[config.mk]
export PLATFORM = sky130hd
export DESIGN_NAME = if_fetch_stage_flat
export DESIGN_NICKNAME = d
export VERILOG_FILES = /design/src/rtl/if_fetch_stage_if.sv /design/src/rtl/if_fetch_stage.sv /design/src/flat_wrapper.sv
export SDC_FILE = /design/constraint.sdc
export NUM_CORES = 1
export LEC_CHECK = 0
export ABC_AREA = 1
export CORE_ASPECT_RATIO = 1.2
export CORE_MARGIN = 3
export CORE_UTILIZATION = 56
export CTS_CLUSTER_DIAMETER = 200
export DETAILED_ROUTE_END_ITERATION = 8
export GPL_ROUTABILITY_DRIVEN = 0
export GPL_TIMING_DRIVEN = 0
export PLACE_DENSITY = 0.82
export SLEW_MARGIN = 20
export SYNTH_ARGS = -nofsm -noshare
export SYNTH_HDL_FRONTEND = slang
export SYNTH_SLANG_ARGS = --single-unit
export TNS_END_PERCENT = 5
[constraint.sdc]
create_clock -name Clk -period 3.15 [get_ports Clk]
set_clock_uncertainty 0.05 [all_clocks]
set_input_delay 0.63 -clock Clk [delete_from_list [all_inputs] [get_ports Clk]]
set_output_delay 0.63 -clock Clk [all_outputs]
set_load 0.005 [all_outputs]
[src/rtl/if_fetch_stage_if.sv]
// Instruction-memory fetch bus between the fetch stage and memory.
// The stage issues req/addr; memory answers with ack/data.
interface if_fetch_stage_if;
    logic        IMemReq;
    logic [31:0] IMemAddr;
    logic        IMemAck;
    logic [31:0] IMemData;

    modport master (
        output IMemReq,
        output IMemAddr,
        input  IMemAck,
        input  IMemData
    );

    modport slave (
        input  IMemReq,
        input  IMemAddr,
        output IMemAck,
        output IMemData
    );
endinterface

[src/rtl/if_fetch_stage.sv]
// MIPS instruction-fetch stage: PC, fetch FSM and IF/ID register.
// Handles stall buffering, flush on redirect and late-ack redirects.
module if_fetch_stage #(
    parameter logic [31:0] RESET_PC = 32'h0000_0000
) (
    input  logic                     Clk,
    input  logic                     Reset,
    input  logic [31:0]              NextPC,
    input  logic                     PCSrc,
    input  logic                     Stall,
    if_fetch_stage_if.master         imem,
    output logic [31:0]              PCPlus4,
    output logic [31:0]              IF_ID_Instr,
    output logic [31:0]              IF_ID_PCPlus4,
    output logic                     IF_ID_Valid
);

    typedef enum logic [1:0] {
        FETCH = 2'd0,
        HOLD  = 2'd1,
        DROP  = 2'd2
    } state_e;

    state_e      state_q, state_d;
    logic [31:0] pc_q, pc_d;
    logic [31:0] pend_q, pend_d;
    logic [31:0] buf_instr_q, buf_instr_d;
    logic [31:0] buf_pc4_q, buf_pc4_d;
    logic [31:0] ifid_instr_q, ifid_instr_d;
    logic [31:0] ifid_pc4_q, ifid_pc4_d;
    logic        ifid_valid_q, ifid_valid_d;

    logic [31:0] pc_plus4;
    logic [31:0] target;

    // Combinational outputs: sequential PC and the memory request.
    always_comb begin
        pc_plus4      = pc_q + 32'd4;
        target        = NextPC & 32'hFFFF_FFFC;
        PCPlus4       = pc_plus4;
        imem.IMemAddr = pc_q;
        imem.IMemReq  = (state_q != HOLD) && !Reset;
        IF_ID_Instr   = ifid_instr_q;
        IF_ID_PCPlus4 = ifid_pc4_q;
        IF_ID_Valid   = ifid_valid_q;
    end

    // Next-state logic for the fetch FSM, PC, buffers and IF/ID.
    always_comb begin
        state_d      = state_q;
        pc_d         = pc_q;
        pend_d       = pend_q;
        buf_instr_d  = buf_instr_q;
        buf_pc4_d    = buf_pc4_q;
        ifid_instr_d = ifid_instr_q;
        ifid_pc4_d   = ifid_pc4_q;
        ifid_valid_d = ifid_valid_q;

        unique case (state_q)
            FETCH: begin
                if (PCSrc) begin
                    if (imem.IMemAck) begin
                        pc_d = target;
                    end else begin
                        pend_d  = target;
                        state_d = DROP;
                    end
                end else if (imem.IMemAck) begin
                    pc_d = pc_plus4;
                    if (!Stall) begin
                        ifid_instr_d = imem.IMemData;
                        ifid_pc4_d   = pc_plus4;
                        ifid_valid_d = 1'b1;
                    end else begin
                        buf_instr_d = imem.IMemData;
                        buf_pc4_d   = pc_plus4;
                        state_d     = HOLD;
                    end
                end else if (!Stall) begin
                    ifid_valid_d = 1'b0;
                end
            end
            HOLD: begin
                if (PCSrc) begin
                    pc_d    = target;
                    state_d = FETCH;
                end else if (!Stall) begin
                    ifid_instr_d = buf_instr_q;
                    ifid_pc4_d   = buf_pc4_q;
                    ifid_valid_d = 1'b1;
                    state_d      = FETCH;
                end
            end
            DROP: begin
                if (imem.IMemAck) begin
                    pc_d    = PCSrc ? target : pend_q;
                    state_d = FETCH;
                end else if (PCSrc) begin
                    pend_d = target;
                end
            end
            default: begin
                state_d = FETCH;
            end
        endcase

        // A redirect squashes whatever IF/ID holds, even under stall.
        if (PCSrc) begin
            ifid_valid_d = 1'b0;
            ifid_instr_d = 32'h0;
        end
    end

    // State registers with synchronous reset; reset also masks any ack.
    always_ff @(posedge Clk) begin
        if (Reset) begin
            state_q      <= FETCH;
            pc_q         <= RESET_PC;
            pend_q       <= 32'h0;
            buf_instr_q  <= 32'h0;
            buf_pc4_q    <= 32'h0;
            ifid_instr_q <= 32'h0;
            ifid_pc4_q   <= 32'h0;
            ifid_valid_q <= 1'b0;
        end else begin
            state_q      <= state_d;
            pc_q         <= pc_d;
            pend_q       <= pend_d;
            buf_instr_q  <= buf_instr_d;
            buf_pc4_q    <= buf_pc4_d;
            ifid_instr_q <= ifid_instr_d;
            ifid_pc4_q   <= ifid_pc4_d;
            ifid_valid_q <= ifid_valid_d;
        end
    end

endmodule

[src/flat_wrapper.sv]
// flat-port wrapper written by rule: the top's interface ports become plain ports
module if_fetch_stage_flat 
#(
    parameter logic [31:0] RESET_PC = 32'h0000_0000
)
  (Clk, Reset, NextPC, PCSrc, Stall, PCPlus4, IF_ID_Instr, IF_ID_PCPlus4, IF_ID_Valid, imem_IMemReq, imem_IMemAddr, imem_IMemAck, imem_IMemData);
  if_fetch_stage_if imem_i ();
  input  logic Clk;
  input  logic Reset;
  input  logic [31:0] NextPC;
  input  logic PCSrc;
  input  logic Stall;
  output logic [31:0] PCPlus4;
  output logic [31:0] IF_ID_Instr;
  output logic [31:0] IF_ID_PCPlus4;
  output logic IF_ID_Valid;
  output wire logic [$bits(imem_i.IMemReq)-1:0] imem_IMemReq;
  output wire logic [$bits(imem_i.IMemAddr)-1:0] imem_IMemAddr;
  input wire logic [$bits(imem_i.IMemAck)-1:0] imem_IMemAck;
  input wire logic [$bits(imem_i.IMemData)-1:0] imem_IMemData;
  assign imem_IMemReq = imem_i.IMemReq;
  assign imem_IMemAddr = imem_i.IMemAddr;
  assign imem_i.IMemAck = imem_IMemAck;
  assign imem_i.IMemData = imem_IMemData;
  if_fetch_stage #(.RESET_PC(RESET_PC)) u_core (.Clk(Clk), .Reset(Reset), .NextPC(NextPC), .PCSrc(PCSrc), .Stall(Stall), .imem(imem_i), .PCPlus4(PCPlus4), .IF_ID_Instr(IF_ID_Instr), .IF_ID_PCPlus4(IF_ID_PCPlus4), .IF_ID_Valid(IF_ID_Valid));
endmodule
==> summary.md, run 1 <==
| Metric | Value |
|---|---|
| CP bufs+invs | 1 |
| Cell family with most CP delay | simple AND/OR/NAND/NOR gates |
| YS warnings | 0 |
| Vias | roughly 11k |
| Most common cell after layout, fill and taps aside | nand2_1 |
| Final hold violation count | 0 |
| WS Path Type | reg -> out |
| P per Cell Area | approximately 790 mW/mm^2 |
| Vias in the first global route | between 10k and 15k |
| Routed Antenna Nets | 0 |
| Antenna diode count | 0 |
| Sequential share of the synthesized area | 0.409 |
| Post-place instance area | between 0.01 and 0.015 sq mm |
| Max-Cap Viols | 0 |
| Setup TNS | 0 ns |
| Total Power | just under 10 mW |
| Reg clk slew, reported paths | 0.08 ns |
| Slowest CP cell | clkdlybuf4s50_1 |
| Worst slew pin tran | ~0.81 ns |
| Total grt overflow | 0 |
| Layout Cells excl Fill | between 1.5k and 2k |
| Pleak | approximately 5.3 nW |
| Crit-path cells | nand2_1 -> nor2_1 -> nand2_1 -> nor2_8 -> xor2_4 -> clkdlybuf4s50_1 |
| Clk sinks | about 200 |
| Status | finished clean |
| Longest Clk Path Bufs | 2 |
| Nets | between 1.5k and 2k |
| CTS tree | built |
| Slew Limit Fails | 0 |
| Die Wd | around 130 um |
| DR pass1 iterations | 9 |
| Max Clock Freq | approximately 320 MHz |
| Synth Area in Simple Gates | 0.229 |
| H-tree levels | 4 |
| Mapped cell area | approximately 0.0095 sq mm |
| Flops & latches, synth | ~200 |
| Synth Area in Compound Gates | 0.259 |
| Most frequent cells in the layout | nand2_1, a21oi_1, clkdlybuf4s50_1, o21ai_0, dfxtp_1 |
| Mux cell area share after synthesis | 0 |
| Syn Inst Count | 1418 |
| DIE HEIGHT | between 100 and 150 um |
| Final WL | ~34000 um |
| Startpoint Class | register |
| Worst setup margin | a little under 0.0009 ns |
| DP Worst Slack | -0.206 ns |
| Hold/Removal Path Class | reg -> reg |
| Total CTS buffers | 17 |
| Largest net degree at the start of global routing | 20 |
| RSZ-0062 raised after global routing | true |
| Post-route cell area | 0.0126 sq mm |
| Slew HR | 0.463 |
| Crit Path Max Fanout | 5 |
| VDD IR max | around 0.00055 V |
| Worst skew pair latency | roughly 0.44 ns |
| Detailed placement HPWL | 24500 um |
| Final period utilization | 1.00 |
| DRC violations left | 0 |
| Area growth, synth to finish | 31.8% |
| Placed cell count | about 1.8k |
| Vias per cell | about 5.9 |
| Root buffer cell | clkbuf_16 |
| Critical path's largest stage delay | roughly 0.56 ns |
| Die area | between 0.015 and 0.02 sq mm |
| Global-route usage over all layers | 0.346 |
| Port buffer count | ~200 |
| Initial antenna violation count | 0 |
| Largest family of logic cells by synthesized area | compound AO/OA/AOI/OAI gates |
| CP arrival | roughly 2.5 ns |
| IO Pins | approximately 200 |
| DRT iter0 DRCs | around 1.2k |
| Wire per inst | 18.0 um |
| Share of layout cells above drive strength 1 | 0.0839 |
| Crit path capture type | output port |
| Top cell by count, worst path | nand2_1 |
| Synth unique cells | 34 |
| Syn Nets | 1492 |
| Tmin final | about 3.1 ns |
| Final setup fails | 0 |
| CORE AREA | approximately 0.016 sq mm |
| Initial Utilization | 0.580 |
| Avg Cell Area, Syn | 6.73 sq um |
| Data required, critical path | between 2 and 2.5 ns |
| Adder-cell share of the synthesized area | 0.00655 |
| First-pass GRT wire length | between 50000 and 60000 um |
| FP Rows | slightly above 50 |
| Post-Synth XOR/XNOR Area | 0.0193 |
-- sequential cells by signal (all words and copies together) (netlist names) --
| signal | flops |
|---|---|
| u_core.pend_q | 32 |
| u_core.IF_ID_PCPlus4 | 32 |
| u_core.imem.IMemAddr | 32 |
| u_core.buf_pc4_q | 32 |
| u_core.state_q | 2 |
| u_core.IF_ID_Instr | 32 |
| u_core.IF_ID_Valid | 1 |
| u_core.buf_instr_q | 32 |
-- metal layers --
layer / up-vias / global-route usage / routed length [um]
li1: 5145 / - / -
met1: 5039 / 0.407 / 12400
met2: 639 / 0.600 / 16100
met3: 140 / 0.0559 / 3020
met4: 0 / 0.202 / 2010
met5: - / 0 / 0
-- path summary, 6_finish.rpt --
path                                                from  depth (start not counted)  slack, ns                endpoint
worst min register to register    u_core.buf_instr_q[11]                          2       0.42  u_core.IF_ID_Instr[11]
worst max-delay path            u_core.imem.IMemAddr[16]                          6     0.0009             PCPlus4[17]
worst min-delay path              u_core.buf_instr_q[11]                          2       0.42  u_core.IF_ID_Instr[11]
worst max register to register         u_core.state_q[1]                          7       0.68   u_core.IF_ID_Instr[1]
-- logic make-up after synthesis --
logic type / count (synthesis)
xor gates and xnor gates: 15
and+or+nand+nor: 540
DFF: 195
AOI/OAI and AO/OA: 481
buffers and inverters: 182
adders and majority gates: 5
-- layout make-up --
type	count	area [sq um]
multi-input combinational	1041	5030
sequential	195	3920
timing repair buffer	207	2050
tap	212	265
clock buffer	18	439
clock inverter	14	139
buffer	98	424
inverter	84	315
fill	1301	3880
-- metrics by stage --
step,util,hold slack [ns]
3_3_place_gp,0.715,0.400
3_5_place_dp,0.715,0.407
2_1_floorplan,-,0.392
5_1_grt,0.764,0.428
4_1_cts,0.755,0.418
6_report,0.764,0.417
-- tightest hold or removal path: cells and delay by family, from the launching register on --
| family | cells | cell delay [ns] |
|---|---|---|
| AO/OA/AOI/OAI | 1 | 0.07 |
| AND/OR/NAND/NOR | 1 | 0.05 |
| flip-flops | 1 | 0.31 |
-- report_power, final --
part           switching (mW)  internal [mW]  total, mW
logic                    2.49           1.81       4.30
registers               0.520           2.97       3.49
clock network            1.07           1.08       2.14
-- cell usage after synthesis (all sizes together) --
master / count / area, sq um
clkbuf: 63 / 236
a211oi: 1 / 7.51
a31oi: 31 / 194
nand3: 16 / 80.1
o211a: 2 / 20.0
dfxtp: 195 / 3900
o211ai: 1 / 7.51
nor2: 135 / 588
ha: 5 / 62.6
a21oi: 255 / 1280
o221ai: 1 / 8.76
xnor2: 6 / 52.6
buf: 35 / 183
and2: 1 / 6.26
nor3: 2 / 21.3
xor2: 9 / 131
nand4: 2 / 12.5
nand2: 377 / 1430
o21ai: 189 / 946
inv: 84 / 315
nand3b: 7 / 52.6
o21a: 1 / 7.51
-- timing repair --
item,CTS,global route
hold buffers,0,0
endpoints found under the setup margin,23,22
pin swaps,2,8
setup buffers,0,11
gates resized for setup,19,24
No activity file was read; power rests on OpenSTA's default activity.
==> run 2, diff against run 1 <==
--- a/config.mk
+++ b/config.mk
@@ -7,13 +7,13 @@
 export LEC_CHECK = 0
 export ABC_AREA = 1
 export CORE_ASPECT_RATIO = 1.2
-export CORE_MARGIN = 3
-export CORE_UTILIZATION = 56
+export CORE_MARGIN = 2
+export CORE_UTILIZATION = 50
 export CTS_CLUSTER_DIAMETER = 200
 export DETAILED_ROUTE_END_ITERATION = 8
 export GPL_ROUTABILITY_DRIVEN = 0
 export GPL_TIMING_DRIVEN = 0
-export PLACE_DENSITY = 0.82
+export PLACE_DENSITY = 0.74
 export SLEW_MARGIN = 20
 export SYNTH_ARGS = -nofsm -noshare
 export SYNTH_HDL_FRONTEND = slang
==> summary.md, run 2 (same netlist as run 1, synthesis figures left out) <==
| Metric | Value |
|---|---|
| Port buffer count | 196 (unchanged) |
| Internal power | 5.82 mW (was 5.86 mW) |
| Initial Utilization | 0.508 (was 0.580) |
| R2r startpoint | u_core.state_q[1] (unchanged) |
| FP Rows | 55 (was 51) |
| IO Pins | 199 (unchanged) |
| First-pass GRT wire length | 50700 um (was 51700 um) |
| Hold/Removal Path Class | reg -> reg (unchanged) |
| Crit path capture type | output port (unchanged) |
| P per Cell Area | 780 mW/mm^2 (was 789 mW/mm^2) |
| DRT iter0 DRCs | 1093 (was 1243) |
| Reg power frac | 0.354 (was 0.351) |
| Final period utilization | 0.994 (was 1.00) |
| Final hold violation count | 0 (unchanged) |
| Total CTS buffers | 17 (unchanged) |
| Total Power | 9.80 mW (was 9.93 mW) |
| Worst r2r path cells | 7 (unchanged) |
| Most frequent cells in the layout | nand2_1, a21oi_1, clkdlybuf4s50_1, o21ai_0, dfxtp_1 (unchanged) |
| Worst skew pair latency | 0.44 ns (about the same) |
| Setup TNS | 0 ns (unchanged) |
| Area growth, synth to finish | 31.7% (was 31.8%) |
| Startpoint Class | register (unchanged) |
| Slowest CP cell | clkdlybuf4s50_1 (unchanged) |
| CP arrival | 2.45 ns (was 2.47 ns) |
| Status | finished clean (unchanged) |
| Crit-path cells | ha_2 -> nand2_1 -> nor2_4 -> nand2_4 -> nor2_4 -> nand3b_1 -> nand2_2 -> clkdlybuf4s50_1 (was nand2_1 -> nor2_1 -> nand2_1 -> nor2_8 -> xor2_4 -> clkdlybuf4s50_1) |
| Most common cell after layout, fill and taps aside | nand2_1 (unchanged) |
| Sw Pwr | 3.98 mW (was 4.08 mW) |
| DR pass1 iterations | 6 (was 9) |
| Vias per cell | 5.57 (was 5.87) |
| Reg clk slew, reported paths | 0.08 ns (about the same) |
| Vias | 10.6k (was 11.0k) |
| Total grt overflow | 0 (unchanged) |
| Crit. Startpoint | u_core.imem.IMemAddr[2] (was u_core.imem.IMemAddr[16]) |
| Max Clock Freq | 320 MHz (was 318 MHz) |
| Slew Limit Fails | 0 (unchanged) |
| Post-place instance area | 0.0118 sq mm (about the same) |
| Detailed placement HPWL | 25000 um (was 24500 um) |
| H-tree levels | 4 (unchanged) |
| WHS | 0.415 ns (was 0.417 ns) |
| Data required, critical path | 2.47 ns (about the same) |
| Share of layout cells above drive strength 1 | 0.0758 (was 0.0839) |
| Layout Cells excl Fill | 1904 (was 1869) |
| Die area | 0.0202 sq mm (was 0.0187 sq mm) |
| Max-Cap Viols | 0 (unchanged) |
| Routed Antenna Nets | 0 (unchanged) |
| Crit Path Max Fanout | 5 (unchanged) |
| Post-route cell area | 0.0126 sq mm (about the same) |
| WS Path Type | reg -> out (unchanged) |
| Global-route usage over all layers | 0.323 (was 0.346) |
| Critical path's largest stage delay | 0.53 ns (was 0.56 ns) |
| Antenna diode count | 0 (unchanged) |
| CORE AREA | 0.0188 sq mm (was 0.0165 sq mm) |
| Combinational share of power | 0.426 (was 0.433) |
| Final setup fails | 0 (unchanged) |
| Slew HR | 0.454 (was 0.463) |
| CTS tree | built (unchanged) |
| RSZ-0062 raised after global routing | true (unchanged) |
| Worst slew pin tran | 0.816 ns (was 0.805 ns) |
| Clk sinks | 195 (unchanged) |
| Die Wd | 130 um (was 125 um) |
| Top cell by count, worst path | nor2_4 (was nand2_1) |
| Placed cell count | 1870 (was 1826) |
| Tmin final | 3.13 ns (was 3.15 ns) |
| Pleak | 5.28 nW (was 5.26 nW) |
| DIE HEIGHT | 155 um (was 149 um) |
| Final WL | 33200 um (was 33600 um) |
| Clock power share | 0.219 (was 0.216) |
| Nets | 1710 (was 1718) |
| R2R setup slack | 0.65 ns (was 0.68 ns) |
| Largest net degree at the start of global routing | 19 (was 20) |
| Switching Share | 0.406 (was 0.411) |
| Root buffer cell | clkbuf_16 (unchanged) |
| VDD IR max | 0.000534 V (was 0.000554 V) |
| Initial antenna violation count | 0 (unchanged) |
| DRC violations left | 0 (unchanged) |
| Vias in the first global route | 9788 (was 10.2k) |
| Longest Clk Path Bufs | 2 (unchanged) |
| Wire per inst | 17.4 um (was 18.0 um) |
| FF-to-FF End | u_core.IF_ID_Instr[1] (unchanged) |
| Critical path destination | PCPlus4[26] (was PCPlus4[17]) |
[run 2: cell count changes in the layout (fill, tap and decap cells not counted), sizes merged]
cell / previous run / this run
buf: 46 / 37
clkinv: 6 / 4
clkbuf: 81 / 82
clkdlybuf4s50: 194 / 190
dlymetal6s2s: 2 / 5
dlygate4sd2: 0 / 1
bufinv: 0 / 1
[run 2: worst min-delay path by stage]
stage,start,endpoint,slack [ns],depth (start not counted)
after CTS,u_core.IF_ID_Instr[26],u_core.IF_ID_Instr[26],0.42,2
after floorplan,u_core.pend_q[0],u_core.pend_q[0],0.39,2
after global routing,u_core.buf_pc4_q[2],u_core.IF_ID_PCPlus4[2],0.44,2
after detailed placement,u_core.IF_ID_Instr[26],u_core.IF_ID_Instr[26],0.41,2
after global placement,u_core.pend_q[0],u_core.pend_q[0],0.40,2
final,u_core.IF_ID_Instr[26],u_core.IF_ID_Instr[26],0.42,2
[run 2: routing by layer]
metal / track usage / wire (um) / vias to the layer above
li1: - / - / 5118
met1: 0.388 / 13200 / 4850
met2: 0.556 / 16000 / 552
met3: 0.0633 / 2640 / 89
met4: 0.139 / 1280 / 0
met5: 0 / 0 / -
[run 2: layout make-up]
cell class	count	area (sq um)
plain buffers	97	424
clock buffers	18	429
clock inverters	13	139
fillers	1705	6210
inverters	84	315
multi-input cells	1041	5020
flip-flops and latches	195	3920
well taps	256	320
repair buffers	200	2000
[run 2: metrics by stage]
step,util,setup slack [ns]
after floorplan,-,1.16
after CTS,0.663,-0.0802
after global placement,0.630,-0.313
final,0.669,0.0203
after global routing,0.669,-0.0821
after detailed placement,0.630,-0.345
[run 2: power by group through the flow]
| stage | Clock (mW) | Combinational (mW) | Sequential, mW |
|---|---|---|---|
| after floorplan | 0 | 2.16 | 3.35 |
| after global placement | 0 | 4.00 | 3.47 |
| after detailed placement | 0 | 4.04 | 3.47 |
| after CTS | 2.17 | 4.09 | 3.44 |
| after global routing | 2.27 | 4.58 | 3.52 |
| final | 2.15 | 4.18 | 3.47 |
[run 2: repair_timing]
item                                   in CTS  in global routing
setup buffers                               0                  4
setup endpoints to repair                  23                 23
hold buffers                                0                  0
pin swaps                                   4                  6
endpoints found under the hold margin       0                  0
resized for setup                          16                 29
[run 2: critical path: cells and delay by family, from the launching register on]
kind          cells  cell delay (ns)
fa+ha+maj         1             0.21
buf+inv           1             0.53
simple gates      6             0.88
flops             1             0.39
